<file path="src/rtl/matdet_stream_loader_if.sv">
// Stream bundle for matdet_stream_loader: element input stream and determinant result stream.
// With MATDET_STREAM_LOADER_LASTCHK_EN defined, adds in_last framing and the err_sticky flag.
interface matdet_stream_loader_if #(
  parameter int DATA_WIDTH = 8
);
  // valid/ready: a beat transfers on a rising edge where valid && ready; the source
  // holds valid and data stable until then, and ready never depends on valid.
  logic                  in_valid;
  logic                  in_ready;
  logic [DATA_WIDTH-1:0] in_data;
  logic                  out_valid;
  logic                  out_ready;
  logic [DATA_WIDTH-1:0] out_det;
`ifdef MATDET_STREAM_LOADER_LASTCHK_EN
  logic                  in_last;
  logic                  err_sticky;
`endif

  modport slave (
    input  in_valid, in_data, out_ready,
`ifdef MATDET_STREAM_LOADER_LASTCHK_EN
    input  in_last,
    output err_sticky,
`endif
    output in_ready, out_valid, out_det
  );

  modport master (
    output in_valid, in_data, out_ready,
`ifdef MATDET_STREAM_LOADER_LASTCHK_EN
    output in_last,
    input  err_sticky,
`endif
    input  in_ready, out_valid, out_det
  );
endinterface

</file>
<file path="src/rtl/matdet_stream_loader.sv">
// Streams N*N elements into a flat row-major bus for a combinational determinant stage,
// waits SETTLE_CYCLES, captures det_i and returns it on a valid/ready handshake.
// Optional in_last framing check: MATDET_STREAM_LOADER_LASTCHK_EN.
module matdet_stream_loader #(
  parameter int DATA_WIDTH    = 8,
  parameter int N             = 11,
  parameter int SETTLE_CYCLES = 2
) (
  input  logic                           clk,
  input  logic                           rst_n,
  matdet_stream_loader_if.slave          bus,
  output logic [N*N*DATA_WIDTH-1:0]      mat_o,
  input  logic [DATA_WIDTH-1:0]          det_i,
  output logic                           busy,
  output logic [1:0]                     state_o
);
  localparam int MATRIX_SIZE = N * N;
  localparam int CNT_W       = (MATRIX_SIZE > 1) ? $clog2(MATRIX_SIZE) : 1;
  localparam int SETTLE_W    = 8;
  localparam logic [CNT_W-1:0]    LAST_IDX   = CNT_W'(MATRIX_SIZE - 1);
  localparam logic [SETTLE_W-1:0] SETTLE_VAL = SETTLE_W'(SETTLE_CYCLES);

  typedef enum logic [1:0] {
    S_LOAD   = 2'd0,
    S_SETTLE = 2'd1,
    S_OUTPUT = 2'd2
  } state_e;

  state_e                    state_q;
  logic [CNT_W-1:0]          cnt_q;
  logic [SETTLE_W-1:0]       settle_q;
  logic [N*N*DATA_WIDTH-1:0] mat_q;
  logic [DATA_WIDTH-1:0]     det_q;
  logic                      in_ready_q;
  logic                      out_valid_q;

  logic in_fire_d;
  logic is_last_d;
  logic frame_err_d;

  assign in_fire_d = bus.in_valid && in_ready_q;
  assign is_last_d = (cnt_q == LAST_IDX);

`ifdef MATDET_STREAM_LOADER_LASTCHK_EN
  logic err_q;

  // in_last must coincide exactly with the final element of the matrix.
  assign frame_err_d = in_fire_d && (bus.in_last != is_last_d);

  always_ff @(posedge clk) begin
    if (!rst_n) begin
      err_q <= 1'b0;
    end else if (frame_err_d) begin
      err_q <= 1'b1;
    end
  end

  assign bus.err_sticky = err_q;
`else
  assign frame_err_d = 1'b0;
`endif

  always_ff @(posedge clk) begin
    if (!rst_n) begin
      state_q     <= S_LOAD;
      cnt_q       <= '0;
      settle_q    <= '0;
      mat_q       <= '0;
      det_q       <= '0;
      in_ready_q  <= 1'b0;
      out_valid_q <= 1'b0;
    end else begin
      case (state_q)
        S_LOAD: begin
          in_ready_q <= 1'b1;
          if (in_fire_d) begin
            if (frame_err_d) begin
              // Misframed beat is swallowed and the partial matrix abandoned.
              cnt_q <= '0;
            end else begin
              mat_q[int'(cnt_q)*DATA_WIDTH +: DATA_WIDTH] <= bus.in_data;
              if (is_last_d) begin
                cnt_q      <= '0;
                settle_q   <= SETTLE_VAL;
                in_ready_q <= 1'b0;
                state_q    <= S_SETTLE;
              end else begin
                cnt_q <= cnt_q + 1'b1;
              end
            end
          end
        end
        S_SETTLE: begin
          settle_q <= settle_q - 1'b1;
          if (settle_q == SETTLE_W'(1)) begin
            det_q       <= det_i;
            out_valid_q <= 1'b1;
            state_q     <= S_OUTPUT;
          end
        end
        S_OUTPUT: begin
          if (bus.out_ready) begin
            out_valid_q <= 1'b0;
            in_ready_q  <= 1'b1;
            state_q     <= S_LOAD;
          end
        end
        default: begin
          state_q <= S_LOAD;
        end
      endcase
    end
  end

  assign bus.in_ready  = in_ready_q;
  assign bus.out_valid = out_valid_q;
  assign bus.out_det   = det_q;
  assign mat_o         = mat_q;
  assign busy          = !((state_q == S_LOAD) && (cnt_q == '0));
  assign state_o       = state_q;
endmodule

</file>
<file path="src/flat_wrapper.sv">
// flat-port wrapper written by rule: the top's interface ports become plain ports
module matdet_stream_loader_flat 
#(
  parameter int DATA_WIDTH    = 8,
  parameter int N             = 11,
  parameter int SETTLE_CYCLES = 2
)
  (clk, rst_n, mat_o, det_i, busy, state_o, bus_in_valid, bus_in_data, bus_out_ready, bus_in_ready, bus_out_valid, bus_out_det);
  matdet_stream_loader_if #(.DATA_WIDTH(DATA_WIDTH)) bus_i ();
  input  logic clk;
  input  logic rst_n;
  output logic [N*N*DATA_WIDTH-1:0] mat_o;
  input  logic [DATA_WIDTH-1:0] det_i;
  output logic busy;
  output logic [1:0] state_o;
  input wire logic [$bits(bus_i.in_valid)-1:0] bus_in_valid;
  input wire logic [$bits(bus_i.in_data)-1:0] bus_in_data;
  input wire logic [$bits(bus_i.out_ready)-1:0] bus_out_ready;
  output wire logic [$bits(bus_i.in_ready)-1:0] bus_in_ready;
  output wire logic [$bits(bus_i.out_valid)-1:0] bus_out_valid;
  output wire logic [$bits(bus_i.out_det)-1:0] bus_out_det;
  assign bus_i.in_valid = bus_in_valid;
  assign bus_i.in_data = bus_in_data;
  assign bus_i.out_ready = bus_out_ready;
  assign bus_in_ready = bus_i.in_ready;
  assign bus_out_valid = bus_i.out_valid;
  assign bus_out_det = bus_i.out_det;
  matdet_stream_loader #(.DATA_WIDTH(DATA_WIDTH), .N(N), .SETTLE_CYCLES(SETTLE_CYCLES)) u_core (.clk(clk), .rst_n(rst_n), .bus(bus_i), .mat_o(mat_o), .det_i(det_i), .busy(busy), .state_o(state_o));
endmodule
</file>
<file path="config.mk">
export PLATFORM = sky130hd
export DESIGN_NAME = matdet_stream_loader_flat
export DESIGN_NICKNAME = d
export VERILOG_FILES = /design/src/rtl/matdet_stream_loader_if.sv /design/src/rtl/matdet_stream_loader.sv /design/src/flat_wrapper.sv
export SDC_FILE = /design/constraint.sdc
export NUM_CORES = 2
export LEC_CHECK = 0
export ABC_AREA = 1
export BUFFER_PORTS_ARGS = -buffer_cell sky130_fd_sc_hd__buf_4
export CAP_MARGIN = 5
export CORE_AREA = 2 2 391 393
export DETAILED_ROUTE_END_ITERATION = 10
export DIE_AREA = 0 0 393 395
export PLACE_DENSITY = 0.52
export SYNTH_ARGS = -nofsm -noshare
export SYNTH_HDL_FRONTEND = slang
export SYNTH_SLANG_ARGS = --single-unit
</file>
<file path="constraint.sdc">
create_clock -name clk -period 8.2 [get_ports clk]
set_clock_uncertainty 0.15 [all_clocks]
set_input_delay 0.41 -clock clk [delete_from_list [all_inputs] [get_ports clk]]
set_output_delay 0.41 -clock clk [all_outputs]
set_load 0.02 [all_outputs]
</file>
# After elaboration in Yosys (flattened, before gate mapping)
# Cells that the tools add are included.
# word_totals
regBits,995
out_inout_bits,981
# classes
n_reduce_logical,14
muxes,17
eq_ne,8
shift,2
n_addsub,3
# ops
cell,n
968-bit bitwise mux,1
8-bit by 33-bit variable shift with 968-bit output (first input constant),1
8-bit by 33-bit indexed part select with 968-bit output,1
10-bit negation with 33-bit output,1
8-bit two-way mux,2
8-bit case mux with 2 select lines,1
8-bit by 1-bit == test with 1-bit output (second input constant),1
2-bit two-way mux,4
8-bit by 1-bit subtractor with 8-bit output (second input constant),1
7-bit by 1-bit adder with 7-bit output (second input constant),1
7-bit == test (second input constant),1
7-bit logical NOT,1
7-bit two-way mux,1
2-bit by 1-bit != test with 1-bit output (second input constant),3
2-bit case mux with 3 select lines,1
2-bit AND reduction,3
3-bit AND reduction,2
2-bit nonzero test,3
1-bit two-way mux,5
1-bit case mux with 2 select lines,2
4-bit AND reduction,1
2-bit by 1-bit == test with 1-bit output (second input constant),1
2-bit == test (second input constant),1
1-bit logical AND,2
3 further kinds,3

# Logic depth before layout (Yosys ltp)
# depth
word_depth,4
ltp_mapped,17
ltp_nobuf,15

# Least setup slack after synthesis
# Ideal clock, no wire load.
# synth_path
path_type,flip-flop to flip-flop
from,register u_core.cnt_q[0]
to,register u_core.mat_q[522] (netlist: u_core.mat_o[522])
setup_slack_ns,5.028
arrival_time_ns,2.909
path_stages_with_launch,17
n_path_buf,4
period_less_slack_ns,3.172
setup_ns,0.113
path_cell_list,dfxtp_1 > inv_2 > clkbuf_1 > ha_1 > nand2_4 > nor2_1 > ha_1 > clkbuf_1 > clkinv_1 > nand2_1 > inv_2 > buf_2 > nand4_1 > clkbuf_1 > nand2_1 > nand2_1 > nor2_1
# synth_via
elab_chain_len,3
elab_cells_between_ends,4
classes_between,1 x add/sub; 2 x shift; 1 x mux
# synth_rtl
element,line_no,text
from (decl),matdet_stream_loader.sv:30,logic [CNT_W-1:0] cnt_q;
from (signal assigned),matdet_stream_loader.sv:88,cnt_q <= cnt_q + 1'b1;
10-bit negation with 33-bit output *,matdet_stream_loader.sv:81,mat_q[int'(cnt_q)*DATA_WIDTH +: DATA_WIDTH] <= bus.in_data;
8-bit by 33-bit indexed part select with 968-bit output / 8-bit by 33-bit variable shift with 968-bit output (equally long branches),matdet_stream_loader.sv:81,
968-bit bitwise mux *,matdet_stream_loader.sv:81,
"to (signal, indexed assignment)",matdet_stream_loader.sv:81,
to (decl),matdet_stream_loader.sv:32,logic [N*N*DATA_WIDTH-1:0] mat_q;
# Mark *: on every way between the ends. The rest lies on a longest branch, timed or not.
# A chain may end at the register's enable or synchronous reset.

# Worst setup path in the final report
# layout_path
from,register u_core.cnt_q[0]
to,register u_core.mat_q[894] (netlist: u_core.mat_o[894])
# Same word-level chain as after synthesis.

==> results by group <==
Final layout
  • Layout cells sized above 1: 0.191
  • Finished layout cell area: 55600 sq um
  • Layout Nets: 7218
  • Syn-to-layout area delta: 32.2%

Logic synthesis
  • Most frequent cell after synthesis: nor2_1
  • Mapped Nets: 6323
  • Main synth FF type: dfxtp_1
  • Post-synthesis register bit count: 995
  • Dominant cell type by area after synthesis: dfxtp_1
  • Post-synth EDFFs: 0
  • Seq/Total Area, Yosys: 0.474
  • Area of the mapped netlist: 42100 sq um
  • Synth cell types: 39
  • Top cells by count, synth: 1841 x nor2_1, 1127 x nand2_1, 995 x dfxtp_1, 762 x inv_1, 477 x o21ai_0
  • Yosys top cell area share: 0.474
  • Asr flop ratio synth: 0
  • Syn Inst Count: 6298
  • Dominant cells by area after synthesis: dfxtp_1 47%, nor2_1 16%, nand2_1 10%
  • Synth warn: 0
  • Syn_area_per_cell: 6.68 sq um

GRT
  • Overflow after GRT: 0
  • M2 GR Usage: 0.455
  • Global-route wire length before repair: 317000 microns
  • GRT busiest layer: met2
  • GR Layer Usage met3: 0.0680
  • Antenna violations before repair: 21
  • Largest net degree at the start of global routing: 210
  • GRT Overall Usage: 0.289
  • Vias in the first global route: 40171
  • Met1 Use GR: 0.371

Clock network
  • Clk buf depth: 3
  • Clk root buf: clkbuf_16
  • CTS resizes: 0
  • Clock Pin Slew Worst Setup and Hold Paths: 60 ps
  • Clk_lat worst skew: 750 ps
  • Hold buffers post-CTS: 20
  • Cts bufs inserted: 115
  • CTS sink cnt: 995
  • Post-CTS Setup Inserts: 0
  • CTS H-tree depth: 3
  • CTS tree: yes

Detailed routing
  • Antenna viol nets, final: 0
  • Via count: 44411
  • DRT Pass-1 Iters: 6
  • WL final: 233000 microns
  • DRC errors left: 0
  • Drt via density: 4.76
  • WL/cell: 25.0 microns
  • Starting DRT DRC Count: 4235

Placed design
  • Placed instance area: 51400 sq um
  • Final HPWL DP: 177000 microns
  • Gpl congestion: 0.923
  • Place WS: 2610 ps
  • Number of port buffers: 1000

Timing
  • Final Hold Fails: 0
  • Fmax: 177 MHz
  • Final Cycle Share: 0.688
  • Final worst setup slack: 2550 ps
  • RSZ-0062 raised after global routing: false
  • Setup TNS: 0 ps
  • Worst hold slack: 84.4 ps
  • Relative slew slack: 0.184
  • Pins over their slew limit: 0
  • Worst-margin pin slew: 1220 ps
  • Period minus WS final: 5650 ps
  • Final Setup Violations: 0

Worst setup path
  • Startpoint Class: flip-flop
  • Worst Path Max Fanout: 34
  • Arr. time, crit path: 6160 ps
  • Req. time, crit path: 8710 ps
  • Crit end category: flip-flop
  • CP Class: reg2reg

Pwr
  • Leakage: 27.6 nW
  • Cell area power density: 198 nW/um^2
  • VDD IR max: 0.000171 V
  • Design Power: 0.0110 W

Die
  • Die Y: 395 microns
  • Core area: 151000 sq um
  • Die area: 155000 sq um
  • I/O pins: 1001
  • Chip width: 393 microns
  • Row count: 143
  • Initial Util: 0.278

Outcome
  • Outcome: complete, no violations

Hold path
  • Worst Hold Class: in2reg

Flow run
  • Max-cap viol count: 0
critical path: stages (launching register included):
cell	delay [ps]
dfxtp_1	740
inv_2	280
ha_1	340
nand2_4	160
nor2_1	60
ha_2	240
buf_4	300
inv_2	100
buf_4	410
nand2_1	310
nor2_4	590
inv_2	560
nor2_1	810
o21ai_0	190
a21oi_1	170
logic make-up (layout without fill, tap and decap cells):
kind of cell / count (synthesis) / after routing / synth area share
compound gates: 723 / 723 / 0.0865
simple gates: 3462 / 3462 / 0.334
fa+ha+maj: 5 / 5 / 0.00149
other cells: 0 / 10 / 0
xor+xnor: 4 / 4 / 0.00146
buf+inv: 1109 / 2098 / 0.103
flops: 995 / 995 / 0.474
report_power, final:
part           internal, W  total (W)  switching (W)  leakage [nW]
clock network      0.00326    0.00548        0.00222          1.97
logic            0.0000958   0.000675       0.000579          17.6
registers          0.00484    0.00484     0.00000293          8.01
total              0.00819     0.0110        0.00280          27.6
cell usage in the layout (no fill, tap or decap), types with 4 or more instances in the layout:
cell	n
nor2_1	1832
nand2_1	1125
buf_4	1059
dfxtp_1	995
inv_1	761
o21ai_0	477
a21oi_1	211
nand3_1	205
nor3_1	125
clkbuf_16	121
nand4_1	66
inv_2	37
o21ai_1	30
nor2_2	29
clkbuf_8	27
clkinv_2	24
clkbuf_1	20
dlygate4sd3_1	20
or2_2	15
nor2_4	12
bufinv_16	11
diode_2	10
nor3b_1	9
nand4_2	8
nor3_2	7
nand3_2	6
nand2_4	5
nand2_2	5
clkinvlp_4	5
nor4_1	4
ha_1	4
final timing paths:
| kind | start | cells past startpoint | to | slack (ps) |
|---|---|---|---|---|
| hold / removal | bus_in_data[7] | 5 | u_core.mat_o[7]$_SDFFE_PN0P_ | 80 |
| hold reg to reg | u_core.mat_o[768]$_SDFFE_PN0P_ | 2 | u_core.mat_o[768]$_SDFFE_PN0P_ | 300 |
| setup / recovery | u_core.cnt_q[0]$_SDFFE_PN0P_ | 14 | u_core.mat_o[894]$_SDFFE_PN0P_ | 2550 |
| setup reg to reg | u_core.cnt_q[0]$_SDFFE_PN0P_ | 14 | u_core.mat_o[894]$_SDFFE_PN0P_ | 2550 |
stage by stage:
stage,cells,utilization
5_1_grt,9318,0.368
6_report,9327,0.368
3_3_place_gp,9086,0.340
2_1_floorplan,6298,-
3_5_place_dp,9086,0.340
4_1_cts,9317,0.368
layout make-up:
type                    instances  area (sq um)
multi-input cells            4194         17900
clock inverters                43           517
diodes                         10          25.0
fillers                     16504         95600
well taps                    2030          2540
clock buffers                 168          3470
flip-flops and latches        995         19900
repair buffers               1083          8230
inverters                     804          3030
state kept, by name, indices dropped and copies added (netlist names):
name                  flops
u_core.bus.in_ready       1
u_core.bus.out_det        8
u_core.bus.out_valid      1
u_core.cnt_q              7
u_core.mat_o            968
u_core.settle_q           8
u_core.state_o            2
metal layers:
metal  wire length (microns)  share of wire
met1                   96900           0.42
met2                  105000           0.45
met3                   19700          0.085
met4                   11800          0.050
met5                      88        0.00038
(Power assumes the default switching activity.)
